`src/rtl/i2c_pkg.sv`:
```
// Shared types and constants for the I2C register-file target.
package i2c_pkg;

    typedef enum logic [3:0] {
        IDLE,
        ADDR,
        ADDR_ACK,
        PTR,
        PTR_ACK,
        WDATA,
        WDATA_ACK,
        RDATA,
        RMACK
    } i2c_state_t;

    localparam logic       I2C_ACK              = 1'b0;
    localparam logic       I2C_NACK             = 1'b1;
    localparam int         BITS_PER_BYTE        = 8;
    localparam logic [6:0] I2C_DEFAULT_DEV_ADDR = 7'h42;

endpackage

```
`src/rtl/i2c_bus_sync.sv`:
```
// SCL/SDA synchronisers with one history stage; produces SCL edges and
// START/STOP conditions. Flops reset to 1 (idle bus) so reset release
// never fabricates a START.
module i2c_bus_sync #(
    parameter int SYNC_STAGES = 2
) (
    input  logic i_clock,
    input  logic i_reset,
    input  logic i_scl,
    input  logic i_sda,
    output logic o_scl,
    output logic o_sda,
    output logic o_scl_rise,
    output logic o_scl_fall,
    output logic o_start,
    output logic o_stop
);

    logic [SYNC_STAGES-1:0] r_scl_sync;
    logic [SYNC_STAGES-1:0] r_sda_sync;
    logic                   r_scl_hist;
    logic                   r_sda_hist;
    logic                   w_scl;
    logic                   w_sda;

    // Shift raw pad levels through the synchroniser chain and history flop.
    always_ff @(posedge i_clock) begin
        if (i_reset) begin
            r_scl_sync <= '1;
            r_sda_sync <= '1;
            r_scl_hist <= 1'b1;
            r_sda_hist <= 1'b1;
        end else begin
            r_scl_sync <= {r_scl_sync[SYNC_STAGES-2:0], i_scl};
            r_sda_sync <= {r_sda_sync[SYNC_STAGES-2:0], i_sda};
            r_scl_hist <= w_scl;
            r_sda_hist <= w_sda;
        end
    end

    assign w_scl      = r_scl_sync[SYNC_STAGES-1];
    assign w_sda      = r_sda_sync[SYNC_STAGES-1];
    assign o_scl      = w_scl;
    assign o_sda      = w_sda;
    assign o_scl_rise = w_scl & ~r_scl_hist;
    assign o_scl_fall = ~w_scl & r_scl_hist;
    assign o_start    = w_scl & r_scl_hist & r_sda_hist & ~w_sda;
    assign o_stop     = w_scl & r_scl_hist & ~r_sda_hist & w_sda;

endmodule

```
`src/rtl/i2c_regfile_target.sv`:
```
// I2C target with byte-wide register file, auto-incrementing pointer and
// write strobe. Optional SCL-low bus timeout enabled by I2C_TIMEOUT_EN.
//
// state     | meaning
// IDLE      | waiting for START
// ADDR      | shifting in address + R/W
// ADDR_ACK  | driving address ACK
// PTR       | shifting in register pointer
// PTR_ACK   | driving pointer ACK
// WDATA     | shifting in write data
// WDATA_ACK | driving data ACK
// RDATA     | driving read data bits
// RMACK     | sampling master ACK/NACK
module i2c_regfile_target
    import i2c_pkg::*;
#(
    parameter logic [6:0] DEV_ADDR       = I2C_DEFAULT_DEV_ADDR,
    parameter int         NUM_REGS       = 8,
    parameter int         SYNC_STAGES    = 2,
    parameter int         TIMEOUT_CYCLES = 4096,
    localparam int        PW             = $clog2(NUM_REGS)
) (
    input  logic                  clock,
    input  logic                  reset,
    input  logic                  scl_in,
    input  logic                  sda_in,
    output logic                  sda_oe,
    output logic [NUM_REGS*8-1:0] registers_packed,
    output logic                  wr_strobe,
    output logic [PW-1:0]         wr_index,
    output logic                  busy
);

    localparam logic [3:0] LAST_BIT = 4'(BITS_PER_BYTE);

    i2c_state_t            r_state;
    logic [3:0]            r_bit_cnt;
    logic [7:0]            r_shift;
    logic                  r_rw;
    logic [PW-1:0]         r_ptr;
    logic [NUM_REGS*8-1:0] r_regs;
    logic                  r_sda_oe;
    logic                  r_busy;
    logic                  r_wr_strobe;
    logic [PW-1:0]         r_wr_index;

    logic                  w_scl;
    logic                  w_sda;
    logic                  w_scl_rise;
    logic                  w_scl_fall;
    logic                  w_start;
    logic                  w_stop;
    logic                  w_timeout;
    logic [7:0]            w_cur_byte;
    logic [PW-1:0]         w_ptr_next;

    i2c_bus_sync #(.SYNC_STAGES(SYNC_STAGES)) u_sync (
        .i_clock    (clock),
        .i_reset    (reset),
        .i_scl      (scl_in),
        .i_sda      (sda_in),
        .o_scl      (w_scl),
        .o_sda      (w_sda),
        .o_scl_rise (w_scl_rise),
        .o_scl_fall (w_scl_fall),
        .o_start    (w_start),
        .o_stop     (w_stop)
    );

    assign w_cur_byte = r_regs[{r_ptr, 3'b000} +: 8];
    assign w_ptr_next = (r_ptr == PW'(NUM_REGS - 1)) ? '0 : r_ptr + 1'b1;

`ifdef I2C_TIMEOUT_EN
    localparam int TW = $clog2(TIMEOUT_CYCLES + 1);
    logic [TW-1:0] r_to_cnt;

    // Down-counter of SCL-low clocks while a transaction is open.
    always_ff @(posedge clock) begin
        if (reset || !r_busy || w_scl) begin
            r_to_cnt <= TW'(TIMEOUT_CYCLES - 1);
        end else if (r_to_cnt != '0) begin
            r_to_cnt <= r_to_cnt - 1'b1;
        end
    end

    assign w_timeout = r_busy & ~w_scl & (r_to_cnt == '0);
`else
    assign w_timeout = 1'b0;
`endif

    // Protocol FSM, register file writes and pointer management.
    always_ff @(posedge clock) begin
        if (reset) begin
            r_state     <= IDLE;
            r_bit_cnt   <= '0;
            r_shift     <= '0;
            r_rw        <= 1'b0;
            r_ptr       <= '0;
            r_regs      <= '0;
            r_sda_oe    <= 1'b0;
            r_busy      <= 1'b0;
            r_wr_strobe <= 1'b0;
            r_wr_index  <= '0;
        end else begin
            r_wr_strobe <= 1'b0;
            if (w_timeout) begin
                r_state  <= IDLE;
                r_sda_oe <= 1'b0;
                r_busy   <= 1'b0;
            end else if (w_start) begin
                r_state   <= ADDR;
                r_bit_cnt <= '0;
                r_sda_oe  <= 1'b0;
            end else if (w_stop) begin
                r_state  <= IDLE;
                r_sda_oe <= 1'b0;
                r_busy   <= 1'b0;
            end else begin
                case (r_state)
                    ADDR, PTR: begin
                        if (w_scl_rise) begin
                            r_shift   <= {r_shift[6:0], w_sda};
                            r_bit_cnt <= r_bit_cnt + 1'b1;
                        end else if (w_scl_fall && r_bit_cnt == LAST_BIT) begin
                            r_bit_cnt <= '0;
                            if (r_state == ADDR) begin
                                if (r_shift[7:1] == DEV_ADDR) begin
                                    r_sda_oe <= 1'b1;
                                    r_busy   <= 1'b1;
                                    r_rw     <= r_shift[0];
                                    r_state  <= ADDR_ACK;
                                end else begin
                                    r_state <= IDLE;
                                end
                            end else if (r_shift < 8'(NUM_REGS)) begin
                                r_ptr    <= r_shift[PW-1:0];
                                r_sda_oe <= 1'b1;
                                r_state  <= PTR_ACK;
                            end else begin
                                r_state <= IDLE;
                                r_busy  <= 1'b0;
                            end
                        end
                    end
                    ADDR_ACK: begin
                        if (w_scl_fall) begin
                            r_bit_cnt <= '0;
                            if (r_rw) begin
                                r_sda_oe <= ~w_cur_byte[7];
                                r_shift  <= {w_cur_byte[6:0], 1'b0};
                                r_state  <= RDATA;
                            end else begin
                                r_sda_oe <= 1'b0;
                                r_state  <= PTR;
                            end
                        end
                    end
                    PTR_ACK, WDATA_ACK: begin
                        if (w_scl_fall) begin
                            r_sda_oe  <= 1'b0;
                            r_bit_cnt <= '0;
                            r_state   <= WDATA;
                        end
                    end
                    WDATA: begin
                        if (w_scl_rise) begin
                            r_shift   <= {r_shift[6:0], w_sda};
                            r_bit_cnt <= r_bit_cnt + 1'b1;
                            if (r_bit_cnt == LAST_BIT - 1'b1) begin
                                r_regs[{r_ptr, 3'b000} +: 8] <= {r_shift[6:0], w_sda};
                                r_wr_strobe <= 1'b1;
                                r_wr_index  <= r_ptr;
                                r_ptr       <= w_ptr_next;
                            end
                        end else if (w_scl_fall && r_bit_cnt == LAST_BIT) begin
                            r_sda_oe <= 1'b1;
                            r_state  <= WDATA_ACK;
                        end
                    end
                    RDATA: begin
                        if (w_scl_rise) begin
                            r_bit_cnt <= r_bit_cnt + 1'b1;
                        end else if (w_scl_fall) begin
                            if (r_bit_cnt == LAST_BIT) begin
                                r_sda_oe <= 1'b0;
                                r_ptr    <= w_ptr_next;
                                r_state  <= RMACK;
                            end else begin
                                r_sda_oe <= ~r_shift[7];
                                r_shift  <= {r_shift[6:0], 1'b0};
                            end
                        end
                    end
                    RMACK: begin
                        // Count value 9 marks "master ACKed, reload on the next fall".
                        if (w_scl_rise) begin
                            if (w_sda == I2C_NACK) begin
                                r_state <= IDLE;
                                r_busy  <= 1'b0;
                            end else begin
                                r_bit_cnt <= LAST_BIT + 1'b1;
                            end
                        end else if (w_scl_fall && r_bit_cnt == LAST_BIT + 1'b1) begin
                            r_sda_oe  <= ~w_cur_byte[7];
                            r_shift   <= {w_cur_byte[6:0], 1'b0};
                            r_bit_cnt <= '0;
                            r_state   <= RDATA;
                        end
                    end
                    default: begin
                        r_state <= IDLE;
                    end
                endcase
            end
        end
    end

    assign sda_oe           = r_sda_oe;
    assign registers_packed = r_regs;
    assign wr_strobe        = r_wr_strobe;
    assign wr_index         = r_wr_index;
    assign busy             = r_busy;

endmodule

```
`config.mk`:
```
export PLATFORM = sky130hd
export DESIGN_NAME = i2c_regfile_target
export DESIGN_NICKNAME = d
export VERILOG_FILES = /design/src/rtl/i2c_pkg.sv /design/src/rtl/i2c_bus_sync.sv /design/src/rtl/i2c_regfile_target.sv
export SDC_FILE = /design/constraint.sdc
export NUM_CORES = 1
export LEC_CHECK = 0
export BUFFER_PORTS_ARGS = -buffer_cell sky130_fd_sc_hd__buf_4
export CORE_ASPECT_RATIO = 1.1
export CORE_MARGIN = 5
export CORE_UTILIZATION = 51
export CTS_CLUSTER_SIZE = 12
export DETAILED_ROUTE_END_ITERATION = 6
export PLACE_DENSITY = 0.72
export SYNTH_ARGS = -nofsm -noshare
export SYNTH_HDL_FRONTEND = slang
export SYNTH_SLANG_ARGS = --single-unit
```
`constraint.sdc`:
```
create_clock -name clock -period 7.3 [get_ports clock]
set_input_delay 0.365 -clock clock [delete_from_list [all_inputs] [get_ports clock]]
set_output_delay 0.365 -clock clock [all_outputs]
set_load 0.01 [all_outputs]
```
==> out/qor.txt, run 1 <==
Outcome = completed
Final Setup Violations = 0
Worst Tran Pin Value = 1.15 ns
Placeable Area = 9940 um^2
Area contributors post-synth = dfxtp_1 37%, mux2i_1 11%, mux4_2 6.9%
Die extent in x = 106 um
Die Y = 116 um
RD Place Congestion = 0.855
Fin Setup TNS = 0 ns
Final worst path period share = 45.3%
Final Skew = 0.0141 ns
# diodes = 0
Top Usage Layer GRT = met2
Final Hold Fails = 0
Switching share of power = 33.1%
P_int = 0.765 mW
H-Tree Depth = 3
Worst slack, placed = 4.00 ns
Simple-gate share of the synthesized area = 25.5%
Slew headroom = 22.9%
Reg clk slew, reported paths = 0.10 ns
Mean routed wirelength per cell = 19.2 um
Synthesized flop and latch total = 96
DR iter-0 viols = 274
# Post-CTS Setup Buffers = 0
Overall power = 1.14 mW
Finished layout cell area = 5920 um^2
Post-place instance area = 5740 um^2
TritonCTS clock tree = yes
Area growth syn-to-layout = 13.7%
Share of the yosys chip area belonging to registers = 36.9%
TritonRoute pass-1 iters = 5
Hpwl dp = 9860 um
P_sw = 0.378 mW
Cts bufs inserted = 9
Vias in the first global route = 4492
CP Launch Type = flop
Syn nets = 580
Mean Syn Cell Area = 9.21 um^2
Clk network pwr share = 29.7%
Max FO, Critical Path = 22
Gr usage total = 23.2%
Starting Density = 52.4%
Port buffer count = 73
Clk sinks = 96
Post-synthesis xor/xnor area fraction = 0.168%
PostCTS Resize Cnt = 0
Worst hold path class = primary input to flop
Clock buffer depth = 2
Synth Area in Compound Gates = 12.6%
Placed Cells incl. Taps = 717
Total gr overflow = 0
Power Dens Cells = 193 nW/um^2
Global-route met3 utilization = 4.79%
Critical path capture point type = flop
Clock latency on the worst-skew pair = 0.37 ns
Post-Synthesis Cells = 566
Residual DRC = 0
Yosys Warn Count = 0
Cell taking the most area after synthesis = dfxtp_1
Vias/cell = 6.08
Top-area cell type share of the netlist area = 36.9%
Leading cell type in the layout, fill and taps excluded = dfxtp_1
Share of cells above drive strength 1 = 21.5%
Met1 global-route usage = 29.3%
Core Rows = 38
Mux share of post-synthesis cell area = 17.9%
GRT met2 Usage = 39.9%
Fin worst setup slack = 3.99 ns
Max Cap Viol = 0
CTS root buf = clkbuf_8
Post-DRT Antenna Nets = 0
Fmax achieved = 302 MHz
Ys async rst share = 0%
EDFF count, synth = 0
Ys flop type = dfxtp_1
Critical Path RT = 7.52 ns
WP data arrival = 3.53 ns
# nets final = 622
Peak supply drop = 0.0933 mV
Global-route wire length before repair = 22900 um
RSZ-0062 raised after global routing = false
Minimum clock period = 3.31 ns
Seq pwr share = 50.3%
WL final = 14100 um
Adder and majority cell fraction of the synthesized area = 2.40%
Pin count of the biggest net entering global routing = 97
CTS Hold Bufs = 0
WS Path Type = flop to flop
Slew Limit Fails = 0
DR vias = 4459
Most frequent cells in the layout = 96 x dfxtp_1, 75 x buf_4, 55 x mux2i_1
Die ar. = 12300 um^2
Initial antenna violation count = 0
Top Ports = 74
Post-route non-filler standard cell count = 733
Netlist cell types = 70
Synthesized area = 5210 um^2
P_leak = 2.21 nW
Largest family of logic cells by synthesized area = simple AND/OR/NAND/NOR gates
Gate power share = 20.0%
power by group through the flow:
| stage | Clock (mW) | Combinational (mW) | Sequential (mW) |
|---|---|---|---|
| detailed placement | 0 | 0.224 | 0.585 |
| CTS | 0.346 | 0.226 | 0.573 |
| floorplan | 0 | 0.211 | 0.554 |
| global placement | 0 | 0.219 | 0.584 |
| global route | 0.368 | 0.251 | 0.578 |
| finish | 0.339 | 0.229 | 0.575 |
flip-flops by register name, indices dropped and copies added, names as in the netlist, 2 cells and up:
register and cells:
r_state 4, wr_index 3, registers_packed 64, u_sync.r_scl_sync 2, r_bit_cnt 4, u_sync.r_sda_sync 2, r_shift 8, r_ptr 3
critical path, cell delays in order, from the launching register on:
cell and delay, ns:
dfxtp_1 0.98, inv_1 0.24, ha_1 0.26, ha_1 0.34
nor4b_2 1.01, mux2i_1 0.27, nor2_1 0.06
path summary, 6_finish.rpt:
| check | cells past startpoint | end | slack (ns) | startpoint |
|---|---|---|---|---|
| setup / recovery | 6 | registers_packed[55] | 3.99 | r_ptr[1] |
| hold reg to reg | 1 | u_sync.r_scl_sync[1] | 0.41 | u_sync.r_scl_sync[0] |
| setup reg to reg | 6 | registers_packed[55] | 3.99 | r_ptr[1] |
| hold / removal | 2 | u_sync.r_sda_sync[0] | 0.18 | sda_in |
area by class of cell:
class / instances / area (um^2)
fill: 828 / 4010
inverter: 11 / 41.3
multi-input combinational: 415 / 3060
tap: 120 / 150
sequential: 96 / 1920
timing repair buffer: 75 / 563
clock inverter: 7 / 62.6
clock buffer: 9 / 124
Yosys cell counts (all sizes together), types with 3 or more instances:
cell type / instances
o2111ai: 7
o32ai: 3
nand2: 40
and3b: 3
nand3: 16
buf: 14
nor4: 7
or2: 9
clkbuf: 30
ha: 10
nor3b: 4
nor3: 17
a21oi: 21
dfxtp: 96
o31ai: 5
inv: 11
a311oi: 3
o22ai: 3
nor2b: 8
mux2i: 55
nand2b: 47
nand3b: 11
or4: 3
mux4: 16
and2: 3
o21ai: 34
nor2: 47
metal layers:
metal	wire, um	vias to the layer above
met3	786	20
met4	228	0
met1	6000	2169
met2	7050	138
li1	-	2132
met5	0	-
kinds of logic after synthesis:
group           count (synthesis)
simple gates                  233
compound gates                 98
flops                          96
mux                            73
buf+inv                        55
fa+ha+maj                      10
xor+xnor                        1
through the flow:
stage	utilization [%]	hold WS [ns]
after floorplan	-	0.389
after global placement	57.7	0.394
after detailed placement	57.7	0.393
after CTS	59.6	0.157
after global routing	59.6	0.166
final	59.6	0.179
Power figures use the tool's default switching activity.
==> inputs of run 2 (changes only) <==
ABC_AREA = 1   (was default)
PLACE_DENSITY = 0.75   (was 0.72)
clock period = 2.9 ns   (was 7.3 ns; I/O delays follow)
==> out/qor.txt, run 2 <==
Outcome = completed
Synthesized flop and latch total = 96 (unchanged)
Final worst path period share = 81.9% (+37 points)
Most common cell in the netlist = nor2_1
Die extent in x = 107 um (+0.26%)
Yosys Warn Count = 0 (unchanged)
Minimum clock period = 2.38 ns (-0.934 ns)
Largest stage delay, worst path = 0.56 ns (-0.45 ns)
# Post-CTS Setup Buffers = 0 (unchanged)
TritonRoute pass-1 iters = 5 (unchanged)
Fill count = 952 (+15%)
DR vias = 5590 (+25%)
Post-layout util = 60.5% (+0.89 points)
Clock latency on the worst-skew pair = 0.38 ns (about the same)
Post-DRT Antenna Nets = 0 (unchanged)
RSZ-0062 raised after global routing = false
Clock buffer depth = 2 (unchanged)
RD Place Congestion = 0.921 (+7.7%)
Max reg flops = 64 (unchanged)
Ys async rst share = 0% (unchanged)
Port buffer count = 73 (unchanged)
Cell chain of the critical path = inv_2 -> ha_1 -> clkinv_1 -> nor4_1 -> o21ai_0 -> a21oi_1
Placed Cells incl. Taps = 952 (+33%)
Largest delay share family, worst path = buffers and inverters
Vias/cell = 5.76 (-5.3%)
Vias in the first global route = 5478 (+22%)
Max Cap Viol = 0 (unchanged)
P_leak = 2.71 nW (+23%)
Bufs and invs on worst path = 2 (+1)
Syn nets = 803 (+38%)
Power Dens Cells = 652 nW/um^2 (+240%)
Core Rows = 38 (unchanged)
Pin count of the biggest net entering global routing = 61 (-37%)
CP Launch Type = flop
Max FO, Critical Path = 19 (-14%)
Leading cell type in the layout, fill and taps excluded = nor2_1
Slew headroom = 55.0% (+32 points)
Final Setup Violations = 0 (unchanged)
Final Skew = 0.0149 ns (+0.000803 ns)
Fin Setup TNS = 0 ns (unchanged)
# nets final = 859 (+38%)
Netlist cell types = 38 (-46%)
Worst hold path class = primary input to flop
Hpwl dp = 13300 um (+35%)
Starting Density = 52.7% (+0.30 points)
Post-route non-filler standard cell count = 970 (+32%)
Ys flop type = dfxtp_1
Peak supply drop = 0.333 mV (+260%)
Area growth syn-to-layout = 14.7%
Gr usage total = 29.0% (+5.8 points)
Slowest CP cell = clkinv_1
DR iter-0 viols = 401 (+46%)
Critical path capture point type = flop
H-Tree Depth = 3 (unchanged)
Post-Synthesis Cells = 789 (+39%)
Worst setup path start = r_ptr[1]
WL final = 17600 um (+25%)
Overall power = 3.92 mW (+240%)
Slew Limit Fails = 0 (unchanged)
Mean Syn Cell Area = 6.64 um^2 (-28%)
Global-route wire length before repair = 28000 um (+22%)
Total gr overflow = 0 (unchanged)
Area contributors post-synth = dfxtp_1 37%, nor2_1 10%, nand2_1 9.0%
Clk sinks = 96 (unchanged)
Final Hold Fails = 0 (unchanged)
Critical Path RT = 3.21 ns (-4.31 ns)
Top Ports = 74 (unchanged)
Top-area cell type share of the netlist area = 36.7% (-0.21 points)
Fmax achieved = 421 MHz (+39%)
Min-delay src = reset
Synthesized area = 5240 um^2 (+0.58%)
Die Y = 116 um (+0.26%)
WS Path Type = flop to flop
EDFF count, synth = 0 (unchanged)
Cts bufs inserted = 9 (unchanged)
Die ar. = 12400 um^2 (+0.52%)
Synth cell count leaders = 142 x nor2_1, 126 x nand2_1, 96 x dfxtp_1
Most frequent cells in the layout = 142 x nor2_1, 126 x nand2_1, 95 x dfxtp_1
WP data arrival = 2.69 ns (-0.84 ns)
Mean routed wirelength per cell = 18.2 um (-5.4%)
CTS root buf = clkbuf_8
TritonCTS clock tree = yes
Share of cells above drive strength 1 = 15.5% (-6.0 points)
# diodes = 0 (unchanged)
Residual DRC = 0 (unchanged)
Share of the yosys chip area belonging to registers = 36.7% (-0.21 points)
Reg clk slew, reported paths = 0.10 ns (about the same)
Initial antenna violation count = 0 (unchanged)
Worst R2R Start = r_ptr[1]
Placeable Area = 9940 um^2 (unchanged)
Cell taking the most area after synthesis = dfxtp_1
Worst Tran Pin Value = 0.674 ns (-0.480 ns)
==> run 2: cell count changes in the layout (fill, tap and decap cells not counted), sizes merged, moves of 16 or more <==
cell | before | now
nand2 | 40 | 130
nand2b | 47 | 0
nor2 | 47 | 150
mux2i | 55 | 0
nand3 | 16 | 71
mux4 | 16 | 0
inv | 14 | 80
a21oi | 21 | 57
o21ai | 34 | 99
==> run 2: per-layer routing <==
metal  vias up  track usage (%)  part of all wire, %
met5         -                0                    0
met4         0             17.3                  4.7
met3        54             3.98                  5.3
met2       212             52.6                   51
met1      2622             32.4                   39
li1       2702                -                    -
==> run 2: repair_timing <==
action / 4_1_cts / 5_1_grt
hold endpoints to repair: 2 / 0
hold buffers: 2 / 0
resized for setup: 0 / 0
==> run 2: layout make-up <==
| cell class | count | area (um^2) | area share (%) |
|---|---|---|---|
| clock buffer | 11 | 141 | 2.35 |
| clock inverter | 5 | 40.0 | 0.666 |
| inverter | 82 | 310 | 5.16 |
| multi-input combinational | 576 | 2830 | 47.1 |
| sequential | 96 | 1920 | 32.0 |
| tap | 120 | 150 | 2.50 |
| timing repair buffer | 80 | 618 | 10.3 |
==> run 2: worst reg2reg max path: stages (launching register included) <==
cell and delay [ns]:
dfxtp_1 0.36, inv_2 0.14, ha_1 0.51, clkinv_1 0.56, nor4_1 0.44, o21ai_0 0.15, a21oi_1 0.17
==> run 2: per-stage QoR <==
step / setup WS [ns] / hold slack (ns) / area [um^2]
after global routing: 0.356 / 0.0580 / 6010
final: 0.524 / 0.0815 / 6010
after CTS: 0.551 / 0.0607 / 6010
after floorplan: 0.658 / 0.249 / 5240
after detailed placement: 0.595 / 0.343 / 5810
after global placement: 0.641 / 0.330 / 5810
==> run 2: final timing paths <==
| path | endpoint | slack (ns) | depth (start not counted) |
|---|---|---|---|
| max | registers_packed[15] | 0.52 | 6 |
| min | registers_packed[30] | 0.08 | 2 |
| max reg2reg | registers_packed[15] | 0.52 | 6 |
| min reg2reg | u_sync.r_scl_sync[1] | 0.44 | 1 |
==> run 2: cell families (layout without fill, tap and decap cells) <==
kind of cell / after synthesis / in the layout / synth area share [%]
DFF: 96 / 96 / 36.7
adders and majority gates: 10 / 10 / 2.39
AOI/OAI and AO/OA: 176 / 176 / 17.8
buffers and inverters: 117 / 178 / 9.36
xor gates and xnor gates: 2 / 2 / 0.334
and+or+nand+nor: 388 / 388 / 33.4
==> run 2: power by group <==
| group | total, mW | internal, mW | leakage, nW | switching [mW] |
|---|---|---|---|---|
| combinational | 1.58 | 0.454 | 1.85 | 1.12 |
| sequential | 1.50 | 1.40 | 0.777 | 0.0978 |
| clock | 0.840 | 0.340 | 0.0822 | 0.500 |
| total | 3.92 | 2.20 | 2.71 | 1.72 |
==> inputs of run 3 (changes only) <==
ABC_AREA = 0   (was 1)
clock period = 2.02 ns   (was 2.9 ns; I/O delays follow)
==> out/qor.txt, run 3 (synthesis gave the netlist of run 1 again) <==
Die ar. = 12300 um^2 (-0.52%)
Post-route non-filler standard cell count = 796 (-18%)
Die Y = 116 um (-0.26%)
Minimum clock period = 1.96 ns (-0.415 ns)
Placed Cells incl. Taps = 777 (-18%)
Initial antenna violation count = 0 (unchanged)
TritonCTS clock tree = yes
WP data arrival = 2.22 ns (-0.47 ns)
CP Launch Type = flop
Share of cells above drive strength 1 = 33.4% (+18 points)
RSZ-0062 raised after global routing = true
Slowest CP cell = dfxtp_4
Clk sinks = 96 (unchanged)
Placeable Area = 9940 um^2 (unchanged)
# nets final = 685 (-20%)
Largest delay share family, worst path = simple AND/OR/NAND/NOR gates
Gate power share = 27.5% (-13 points)
Cell depth of the worst hold path = 2 (unchanged)
Clock buffer depth = 2 (unchanged)
Fmax achieved = 510 MHz (+21%)
Worst Tran Pin Value = 0.564 ns (-0.110 ns)
P_sw = 1.43 mW (-17%)
Hpwl dp = 10900 um (-18%)
Reg2Reg Depth = 8 (+2)
Fin Setup TNS = 0 ns (unchanged)
DR vias = 4740 (-15%)
Worst hold path class = primary input to flop
Critical Path RT = 2.28 ns (-0.93 ns)
WP depth = 8 (+2)
Final Skew = 0.0106 ns (-0.00426 ns)
Critical path capture point type = flop
Core Rows = 38 (unchanged)
Seq pwr share = 45.3% (+7.0 points)
Final worst path period share = 97.1% (+15 points)
Global-route wire length before repair = 24500 um (-12%)
WS Path Type = flop to flop
CTS root buf = clkbuf_8
Bufs and invs on worst path = 2 (unchanged)
Post-DRT Antenna Nets = 0 (unchanged)
Area growth syn-to-layout = 27.6%
Peak supply drop = 0.318 mV (-4.7%)
Most common cell type on the critical path = ha_4
Max Cap Viol = 0 (unchanged)
Final Hold Fails = 0 (unchanged)
Cts bufs inserted = 9 (unchanged)
DR iter-0 viols = 389 (-3.0%)
Slew Limit Fails = 0 (unchanged)
Switching share of power = 32.4% (-12 points)
Reg clk slew, reported paths = 0.10 ns (about the same)
Clock latency on the worst-skew pair = 0.37 ns (about the same)
H-Tree Depth = 3 (unchanged)
# diodes = 0 (unchanged)
Leading cell type in the layout, fill and taps excluded = buf_4
Largest stage delay, worst path = 0.40 ns (-0.16 ns)
Starting Density = 52.4% (-0.30 points)
Cell chain of the critical path = inv_6 -> ha_4 -> ha_4 -> or3b_4 -> nor4_4 -> buf_6 -> mux2i_1 -> nor2_1
P_int = 3.00 mW (+36%)
Power Dens Cells = 666 nW/um^2 (+2.1%)
P_leak = 2.56 nW (-5.6%)
Total gr overflow = 0 (unchanged)
Post-layout util = 66.9% (+6.4 points)
Clk network pwr share = 27.3% (+5.9 points)
Top Ports = 74 (unchanged)
Mean routed wirelength per cell = 18.8 um (+3.7%)
Final Setup Violations = 0 (unchanged)
Max FO, Critical Path = 8 (-11)
Die extent in x = 106 um (-0.26%)
Port buffer count = 73 (unchanged)
Gr usage total = 25.0% (-4.0 points)
RD Place Congestion = 0.906 (-1.6%)
Outcome = completed
Slew headroom = 62.4% (+7.4 points)
Pin count of the biggest net entering global routing = 60 (-1.6%)
Vias/cell = 5.95 (+3.3%)
TritonRoute pass-1 iters = 5 (unchanged)
WL final = 15000 um (-15%)
Vias in the first global route = 4733 (-14%)
Residual DRC = 0 (unchanged)
Most frequent cells in the layout = 128 x buf_4, 85 x dfxtp_1, 55 x mux2i_1
Max reg flops = 64 (unchanged)
==> run 3: changes by cell type in the layout (fill, tap and decap cells not counted), sizes merged, moves of 47 or more <==
cell	change
o21ai	-65
inv	-67
buf	+58
mux2i	+55
nand2b	+47
nor2	-103
nand2	-90
nand3	-55
==> run 3: final cells by class <==
class	count	area, um^2
Inverter	11	46.3
Timing Repair Buffer	138	1120
Clock inverter	6	50.0
Multi-Input combinational cell	415	3210
Fill cell	763	3290
Tap cell	120	150
Sequential cell	96	1940
Clock buffer	10	138
==> run 3: path summary, 6_finish.rpt <==
kind | slack [ns] | endpoint | from
worst max-delay path | 0.06 | registers_packed[36] | r_ptr[1]
worst min-delay path | 0.21 | registers_packed[0] | reset
worst max register to register | 0.06 | registers_packed[36] | r_ptr[1]
worst min register to register | 0.42 | u_sync.r_scl_sync[1] | u_sync.r_scl_sync[0]
==> run 3: what timing repair did <==
action	4_1_cts	5_1_grt
endpoints found under the setup margin	49	77
pin swaps	2	5
setup buffers	0	1
hold buffers	2	0
gates resized for setup	9	35
hold endpoints to repair	2	0
==> run 3: routing by layer <==
layer	up-vias	global-route usage, %	part of all wire, %
li1	2254	-	-
met1	2315	32.3	42
met4	0	9.24	1.6
met2	152	43.2	52
met5	-	0	0
met3	19	2.90	4.9
==> run 3: power groups by stage <==
| stage | sequential (mW) | clock (mW) | combinational, mW |
|---|---|---|---|
| floorplan | 2.00 | 0 | 0.763 |
| global placement | 2.04 | 0 | 1.08 |
| detailed placement | 2.04 | 0 | 1.09 |
| CTS | 2.00 | 1.23 | 1.10 |
| global route | 2.01 | 1.32 | 1.32 |
| finish | 2.01 | 1.21 | 1.22 |
==> run 3: per-stage QoR <==
| step | instance area [um^2] | setup slack, ns | power [mW] | hold WS [ns] |
|---|---|---|---|---|
| 2_1_floorplan | 5280 | -0.362 | 2.76 | 0.205 |
| 3_3_place_gp | 6280 | -0.0367 | 3.12 | 0.286 |
| 3_5_place_dp | 6280 | -0.0646 | 3.13 | 0.289 |
| 4_1_cts | 6520 | 0.00422 | 4.33 | 0.191 |
| 5_1_grt | 6650 | -0.0218 | 4.65 | 0.215 |
| 6_report | 6650 | 0.0593 | 4.43 | 0.211 |
